**src/rtl/dbg_scan_ctrl.sv**
```systemverilog
// Debug readout sequencer: walks reg-file/data-memory addresses, assembles 32-bit words byte by byte.
// Optional DBG_SCAN_SKIP_ZERO_EN suppresses all-zero words; each slice takes SETTLE_CYC+1 cycles.
module dbg_scan_ctrl #(
  parameter int ADDR_W     = 5,
  parameter int NUM_SLICES = 4,
  parameter int SETTLE_CYC = 1
) (
  input  logic              clk_i,
  input  logic              reset,
  input  logic              start_i,
  input  logic              abort_i,
  input  logic              mode_i,
  input  logic [ADDR_W-1:0] first_addr_i,
  input  logic [ADDR_W-1:0] last_addr_i,
  output logic              DataOrReg_o,
  output logic [ADDR_W-1:0] address_o,
  output logic [1:0]        vout_addr_o,
  input  logic [7:0]        value_i,
  output logic [31:0]       word_o,
  output logic [ADDR_W-1:0] word_addr_o,
  output logic              word_valid_o,
  input  logic              word_ready_i,
  output logic              busy_o,
  output logic              done_o
);

  typedef enum logic [2:0] {
    S_IDLE,
    S_SETTLE,
    S_CAPTURE,
    S_EMIT,
    S_DONE
  } state_t;

  localparam logic [1:0] LAST_SLICE  = 2'(NUM_SLICES - 1);
  localparam logic [3:0] SETTLE_LAST = 4'(SETTLE_CYC - 1);

  state_t              state_q, state_d;
  logic                dor_q, dor_d;
  logic [ADDR_W-1:0]   addr_q, addr_d;
  logic [ADDR_W-1:0]   last_q, last_d;
  logic [1:0]          vout_q, vout_d;
  logic [31:0]         word_q, word_d;
  logic [ADDR_W-1:0]   waddr_q, waddr_d;
  logic [3:0]          settle_q, settle_d;
  logic                advance;

  // With no settle time the address phase collapses straight into capture.
  function automatic state_t load_state();
    if (SETTLE_CYC == 0) return S_CAPTURE;
    else                 return S_SETTLE;
  endfunction

  always_comb begin
    state_d  = state_q;
    dor_d    = dor_q;
    addr_d   = addr_q;
    last_d   = last_q;
    vout_d   = vout_q;
    word_d   = word_q;
    waddr_d  = waddr_q;
    settle_d = settle_q;
    advance  = 1'b0;

    case (state_q)
      S_IDLE: begin
        if (start_i) begin
          dor_d    = mode_i;
          addr_d   = first_addr_i;
          last_d   = last_addr_i;
          vout_d   = 2'd0;
          settle_d = 4'd0;
          state_d  = load_state();
        end
      end
      S_SETTLE: begin
        if (settle_q == SETTLE_LAST) begin
          settle_d = 4'd0;
          state_d  = S_CAPTURE;
        end else begin
          settle_d = settle_q + 4'd1;
        end
      end
      S_CAPTURE: begin
        word_d[{vout_q, 3'b000} +: 8] = value_i;
        if (vout_q != LAST_SLICE) begin
          vout_d  = vout_q + 2'd1;
          state_d = load_state();
        end else begin
          waddr_d = addr_q;
`ifdef DBG_SCAN_SKIP_ZERO_EN
          if (word_d == 32'h0) advance = 1'b1;
          else                 state_d = S_EMIT;
`else
          state_d = S_EMIT;
`endif
        end
      end
      S_EMIT: begin
        if (word_ready_i) advance = 1'b1;
      end
      S_DONE: begin
        state_d = S_IDLE;
      end
      default: state_d = S_IDLE;
    endcase

    // Word finished (accepted or skipped): end of range or next address.
    if (advance) begin
      if (addr_q == last_q) begin
        state_d = S_DONE;
      end else begin
        addr_d  = addr_q + ADDR_W'(1);
        vout_d  = 2'd0;
        state_d = load_state();
      end
    end

    // Abort wins over every transition; the CPU-facing outputs freeze where they are.
    if (abort_i && (state_q != S_IDLE)) begin
      state_d  = S_IDLE;
      settle_d = 4'd0;
      addr_d   = addr_q;
      vout_d   = vout_q;
    end
  end

  always_ff @(posedge clk_i) begin
    if (!reset) begin
      state_q  <= S_IDLE;
      dor_q    <= 1'b0;
      addr_q   <= '0;
      last_q   <= '0;
      vout_q   <= 2'd0;
      word_q   <= 32'h0;
      waddr_q  <= '0;
      settle_q <= 4'd0;
    end else begin
      state_q  <= state_d;
      dor_q    <= dor_d;
      addr_q   <= addr_d;
      last_q   <= last_d;
      vout_q   <= vout_d;
      word_q   <= word_d;
      waddr_q  <= waddr_d;
      settle_q <= settle_d;
    end
  end

  assign DataOrReg_o  = dor_q;
  assign address_o    = addr_q;
  assign vout_addr_o  = vout_q;
  assign word_o       = word_q;
  assign word_addr_o  = waddr_q;
  assign word_valid_o = (state_q == S_EMIT);
  assign busy_o       = (state_q != S_IDLE);
  assign done_o       = (state_q == S_DONE);

endmodule
```
**config.mk**
```make
export PLATFORM = sky130hd
export DESIGN_NAME = dbg_scan_ctrl
export DESIGN_NICKNAME = d
export VERILOG_FILES = /design/src/rtl/dbg_scan_ctrl.sv
export SDC_FILE = /design/constraint.sdc
export NUM_CORES = 1
export LEC_CHECK = 0
export BUFFER_PORTS_ARGS = -buffer_cell sky130_fd_sc_hd__buf_2
export CAP_MARGIN = 20
export CORE_UTILIZATION = 34
export DETAILED_ROUTE_END_ITERATION = 6
export PLACE_DENSITY = 0.57
export RECOVER_POWER = 50
export SYNTH_ARGS = -nofsm -noshare
export SYNTH_HDL_FRONTEND = slang
export SYNTH_SLANG_ARGS = --single-unit
```
**constraint.sdc**
```tcl
create_clock -name clk_i -period 1.72 [get_ports clk_i]
set_input_delay 0.258 -clock clk_i [delete_from_list [all_inputs] [get_ports clk_i]]
set_output_delay 0.258 -clock clk_i [all_outputs]
set_load 0.02 [all_outputs]
```
After elaboration in Yosys (flattened, before gate mapping)
Cells that the tools add are included.
{ "op_classes": {"bitwise_logic": 2, "n_div": 0, "n_shift": 2, "multipliers": 0, "n_eq_ne": 10, "n_lt_le_gt_ge": 0, "addsub": 4, "n_reduce_logical": 10, "mux": 21} }
{ "op_table": {"columns": ["operator", "n"], "rows": [
  ["bitwise mux 32 bit", 1],
  ["variable shift 8 x 7 -> 32 bit, first input constant", 1],
  ["variable part select 8 x 7 -> 32 bit", 1],
  ["2-to-1 mux 5 bit", 4],
  ["2-to-1 mux 3 bit", 4],
  ["one-hot mux 3 bit (4 select lines)", 1],
  ["2-to-1 mux 2 bit", 5],
  ["2-to-1 mux 4 bit", 2],
  ["one-hot mux 4 bit (2 select lines)", 1],
  ["negation 5 -> 7 bit", 1],
  ["== test 3 x 2 -> 1 bit, second input constant", 2],
  ["inequality test 3 bit, second input constant", 2],
  ["AND reduction 2 bit", 3],
  ["adder 5 x 1 -> 5 bit, second input constant", 1],
  ["== test 5 bit", 1],
  ["adder 4 x 1 -> 4 bit, second input constant", 1],
  ["logical NOT 4 bit", 1],
  ["inequality test 2 bit, second input constant", 2],
  ["one-hot mux 2 bit (2 select lines)", 1],
  ["== test 3 x 1 -> 1 bit, second input constant", 1],
  ["== test 3 bit, second input constant", 1],
  ["logical NOT 3 bit", 1],
  ["AND reduction 3 bit", 1],
  ["nonzero test 3 bit", 1],
  ["7 further kinds", 9]
]} }
{ "totals": {"output_inout_bits": 48, "input_bits": 24, "n_memories": 0, "mem_bits_rw": 0, "ff_bits": 57, "mem_bits_ro": 0, "latchBits": 0, "wordCells": 57} }

Logic depth before layout (Yosys ltp)
{ "depth": {"ltp_word": 5, "ltp_mapped": 7, "mapped_depth_nobuf": 7} }

Worst setup path before layout
No wires, ideal clock.
{ "synth_path": {"path_type": "flip-flop to flip-flop", "startpoint": "register vout_q[0] (netlist: vout_addr_o[0])", "endpoint": "register word_q[16] (netlist: word_o[16])", "path_stages_with_launch": 6, "arrival_ns": 1.873, "slack_ns": -0.224, "period_less_slack_ns": 1.944, "setup_ns": 0.070, "required_ns": 1.650, "n_path_buf": 0, "path_cell_list": "dfxtp_1 > inv_1 > ha_1 > nor3b_1 > nand3_1 > a21oi_1"} }
{ "synth_via": {"elab_chain_cells": 3, "word_cells_on_any_way": 4, "classes_between": "1 x add/sub; 2 x shift; 1 x mux"} }
{ "synth_lines": {"columns": ["element", "line_no", "source"], "rows": [
  ["start, declared", "42", "logic [1:0] vout_q, vout_d;"],
  ["start signal, assigned", "143", "vout_q <= vout_d;"],
  ["negation 5 -> 7 bit *", "85", "word_d[{vout_q, 3'b000} +: 8] = value_i;"],
  ["variable part select 8 x 7 -> 32 bit / variable shift 8 x 7 -> 32 bit (equally long branches)", "85", null],
  ["bitwise mux 32 bit *", "85", null],
  ["end signal, assigned", "144", "word_q <= word_d;"],
  ["end, declared", "43", "logic [31:0] word_q, word_d;"]
]} }
Mark *: on every way between the ends. The rest lies on a longest branch, timed or not.
A chain may end at the register's enable or synchronous reset.

Final worst setup path
{ "layout_path": {"startpoint": "register last_q[0]", "endpoint": "register addr_q[2] (netlist: address_o[2])"} }
{ "layout_via": {"elab_chain_cells": 3} }
{ "layout_lines": {"columns": ["element", "line_no", "source"], "rows": [
  ["start, declared", "41", "logic [ADDR_W-1:0] last_q, last_d;"],
  ["start signal, assigned", "142", "last_q <= last_d;"],
  ["== test 5 bit", "110", "if (addr_q == last_q) begin"],
  ["2-to-1 mux 5 bit", "110", null],
  ["2-to-1 mux 5 bit", "109", "if (advance) begin"],
  ["end signal, assigned", "141", "addr_q <= addr_d;"],
  ["end, declared", "40", "logic [ADDR_W-1:0] addr_q, addr_d;"]
]} }
Every way passes these cells.

==> results.json <==
{
  "setup_tns_ns": 0,
  "cp-start-kind": "flop",
  "cts_sinks": 57,
  "grt_use_total": 0.190,
  "root_buffer": "clkbuf_8",
  "crit_path_cell_trace": "nor2b_1, a2111oi_4, a31oi_4, a311oi_1, nor2_1",
  "fin_crit_ns": 1.59,
  "min_path_cells": 3,
  "status": "finished, final reports clean",
  "fin_nets": 445,
  "htree_levels": 3,
  "crit_slowest_cell": "a2111oi_4",
  "holdPathEnd": "last_q[3]",
  "ir_drop_mv": 0.534,
  "maxSlewHeadroom": 0.631,
  "finalClockSkew_ns": 0.0133,
  "period_share": 0.924,
  "reg2reg_slack_ns": 0.13,
  "die_width_um": 89.2,
  "finalHoldViolations": 0,
  "synth.cell_area_mm2": 0.00258,
  "avgRoutedWirePerCell_um": 13.8,
  "synthFlopType": "dfxtp_1",
  "grt_max_degree": 28,
  "hold_buffers": 0,
  "grt_pass1_wl_um": 11300,
  "finalSetupViolCount": 0,
  "tightest_slew_ns": 0.545,
  "rsz0062_at_grt": "no",
  "diodes": 0,
  "synth-seq-cells": 57,
  "post_cts_resized": 0,
  "ys_types": 43,
  "r2r-start": "last_q[0]",
  "ys_warn_count": 0,
  "die_h_um": 89.2,
  "clock.fmax_mhz": 629,
  "path_max_fanout": 6,
  "slew_violations": 0,
  "vias": 2601,
  "clk_latency_ns": 0.34,
  "dpl.hpwl_um": 5080,
  "antenna_found_initial": 0,
  "final_core_util": 0.459,
  "fp-row-count": 31,
  "cap_viol_max_count": 0,
  "routabilityCongestion": 0.842,
  "arrival_ns": 1.81,
  "yosysSeqAreaShare": 0.441,
  "leakage_nw": 1.24,
  "grt-ovfl-total": 0,
  "die_area_mm2": 0.00796,
  "coreArea_mm2": 0.00729,
  "powerDensity_mw_per_mm2": 894,
  "ioPinCount": 72,
  "clk_pin_slew_ns": 0.06,
  "drcViolationCount": 0,
  "syn_area_per_cell_um2": 7.95,
  "reg2regPathDepth": 5,
  "end_kind": "flop",
  "postCtsSetupBuffers": 0,
  "syn_to_final_growth_pct": 29.5,
  "cp.required_ns": 1.94,
  "hp-start": "last_addr_i[3]",
  "grt_pass1_vias": 2328,
  "n_fill_cell": 775,
  "dr.pass1.iters": 4,
  "io_buffers": 71,
  "min-delay-path-class": "input port to flop",
  "critPathKind": "flop to flop",
  "vias_per_cell": 5.04,
  "synthCells": 325,
  "numCtsBuffers": 9,
  "initial_utilization": 0.354,
  "drt_iter0_markers": 105,
  "syn-num-nets": 358,
  "async_flop_share": 0,
  "slowest_delay_ns": 0.45,
  "ant_nets": 0,
  "clk_path_buf_depth": 2,
  "drive_above_1_share": 0.182,
  "cts_tree": "yes",
  "wl_um": 7140,
  "synth_edf_count": 0,
  "r2r-end": "address_o[2]"
}
## per-layer routing
metal  GRT usage  up-vias  routed length [µm]
li1            -     1312                   -
met1       0.256     1220                3500
met2       0.284       60                3200
met3      0.0656        9                 365
met4      0.0649        0                  73
met5           0        -                   0
## synthesized netlist by cell type, drive strengths merged (2+ instances only)
cell / n / area (µm²)
clkbuf: 10 / 38.8
and2: 3 / 18.8
nand2: 71 / 267
nor2: 14 / 52.6
and2b: 2 / 15.0
o21ai: 8 / 40.0
a21oi: 53 / 265
and3: 5 / 31.3
o2bb2ai: 2 / 17.5
nor4: 2 / 27.5
nor2b: 7 / 43.8
nor3: 3 / 20.0
a31oi: 3 / 25.0
buf: 5 / 25.0
dfxtp: 57 / 1140
ha: 9 / 113
inv: 9 / 33.8
nand3: 41 / 205
nor3b: 4 / 35.0
## area by class of cell
type                    instances  area, µm²  area share
repair buffers                 91        464       0.139
well taps                      99        124      0.0370
flip-flops and latches         57       1140       0.342
multi-input cells             244       1390       0.414
inverters                       9       33.8      0.0101
clock inverters                 7       70.1      0.0209
clock buffers                   9        124      0.0370
## stage by stage
stage	area, µm²	setup WS (ns)	total power, mW	hold slack (ns)	std cells
floorplan	2600	0.0376	1.64	0.391	325
global placement	3190	0.118	1.79	0.437	500
detailed placement	3190	0.0645	1.79	0.443	500
CTS	3390	0.0456	3.03	0.149	516
global route	3350	0.00901	3.16	0.132	516
finish	3350	0.130	2.99	0.161	516
## cells in the final DEF, fill, tap and decap left out, drive strengths merged, types with 2 or more instances in the layout
| cell | Yosys | layout |
|---|---|---|
| nor4 | 2 | 2 |
| and3 | 5 | 5 |
| and2b | 2 | 2 |
| nor3 | 3 | 3 |
| nor2b | 7 | 7 |
| a31oi | 3 | 3 |
| clkinv | 0 | 4 |
| o21ai | 8 | 8 |
| o2bb2ai | 2 | 2 |
| nand3 | 41 | 41 |
| and2 | 3 | 3 |
| ha | 9 | 9 |
| nor2 | 14 | 14 |
| clkbuf | 10 | 56 |
| dfxtp | 57 | 57 |
| a21oi | 53 | 53 |
| inv | 9 | 10 |
| nand2 | 71 | 71 |
| nor3b | 4 | 4 |
| buf | 5 | 44 |
## report_power, final
part	leakage, nW	total (mW)	internal [mW]	switching [mW]
registers	0.463	1.38	1.35	0.0308
logic	0.678	0.382	0.143	0.239
clock network	0.0994	1.23	0.667	0.559
total	1.24	2.99	2.16	0.828
## cell families after synthesis
family          count (synthesis)  synth area share
compound gates                 78             0.185
xor+xnor                        1           0.00339
fa+ha+maj                       9            0.0436
buf+inv                        24            0.0378
flops                          57             0.441
simple gates                  156             0.289
## worst max-delay path: cells and delay by family (launching register included)
kind | cells | cell delay [ns]
AOI/OAI and AO/OA | 3 | 0.94
and+or+nand+nor | 2 | 0.22
DFF | 1 | 0.32
## flip-flops by register name, summed over array words and instances, names as in the netlist
| signal | flops |
|---|---|
| state_q | 3 |
| word_o | 32 |
| last_q | 5 |
| vout_addr_o | 2 |
| settle_q | 4 |
| address_o | 5 |
| DataOrReg_o | 1 |
| word_addr_o | 5 |
## worst max-delay path by stage
stage            startpoint           end  slack (ns)  cells after the start
2_1_floorplan  address_o[1]  address_o[0]        0.04                      5
3_3_place_gp     state_q[0]  address_o[4]        0.12                      4
3_5_place_dp      last_q[1]  address_o[4]        0.06                      5
4_1_cts           last_q[1]  address_o[4]        0.05                      5
5_1_grt        address_o[2]  address_o[4]       0.009                      5
6_report          last_q[0]  address_o[2]        0.13                      5
No activity file was read; power rests on OpenSTA's default activity.
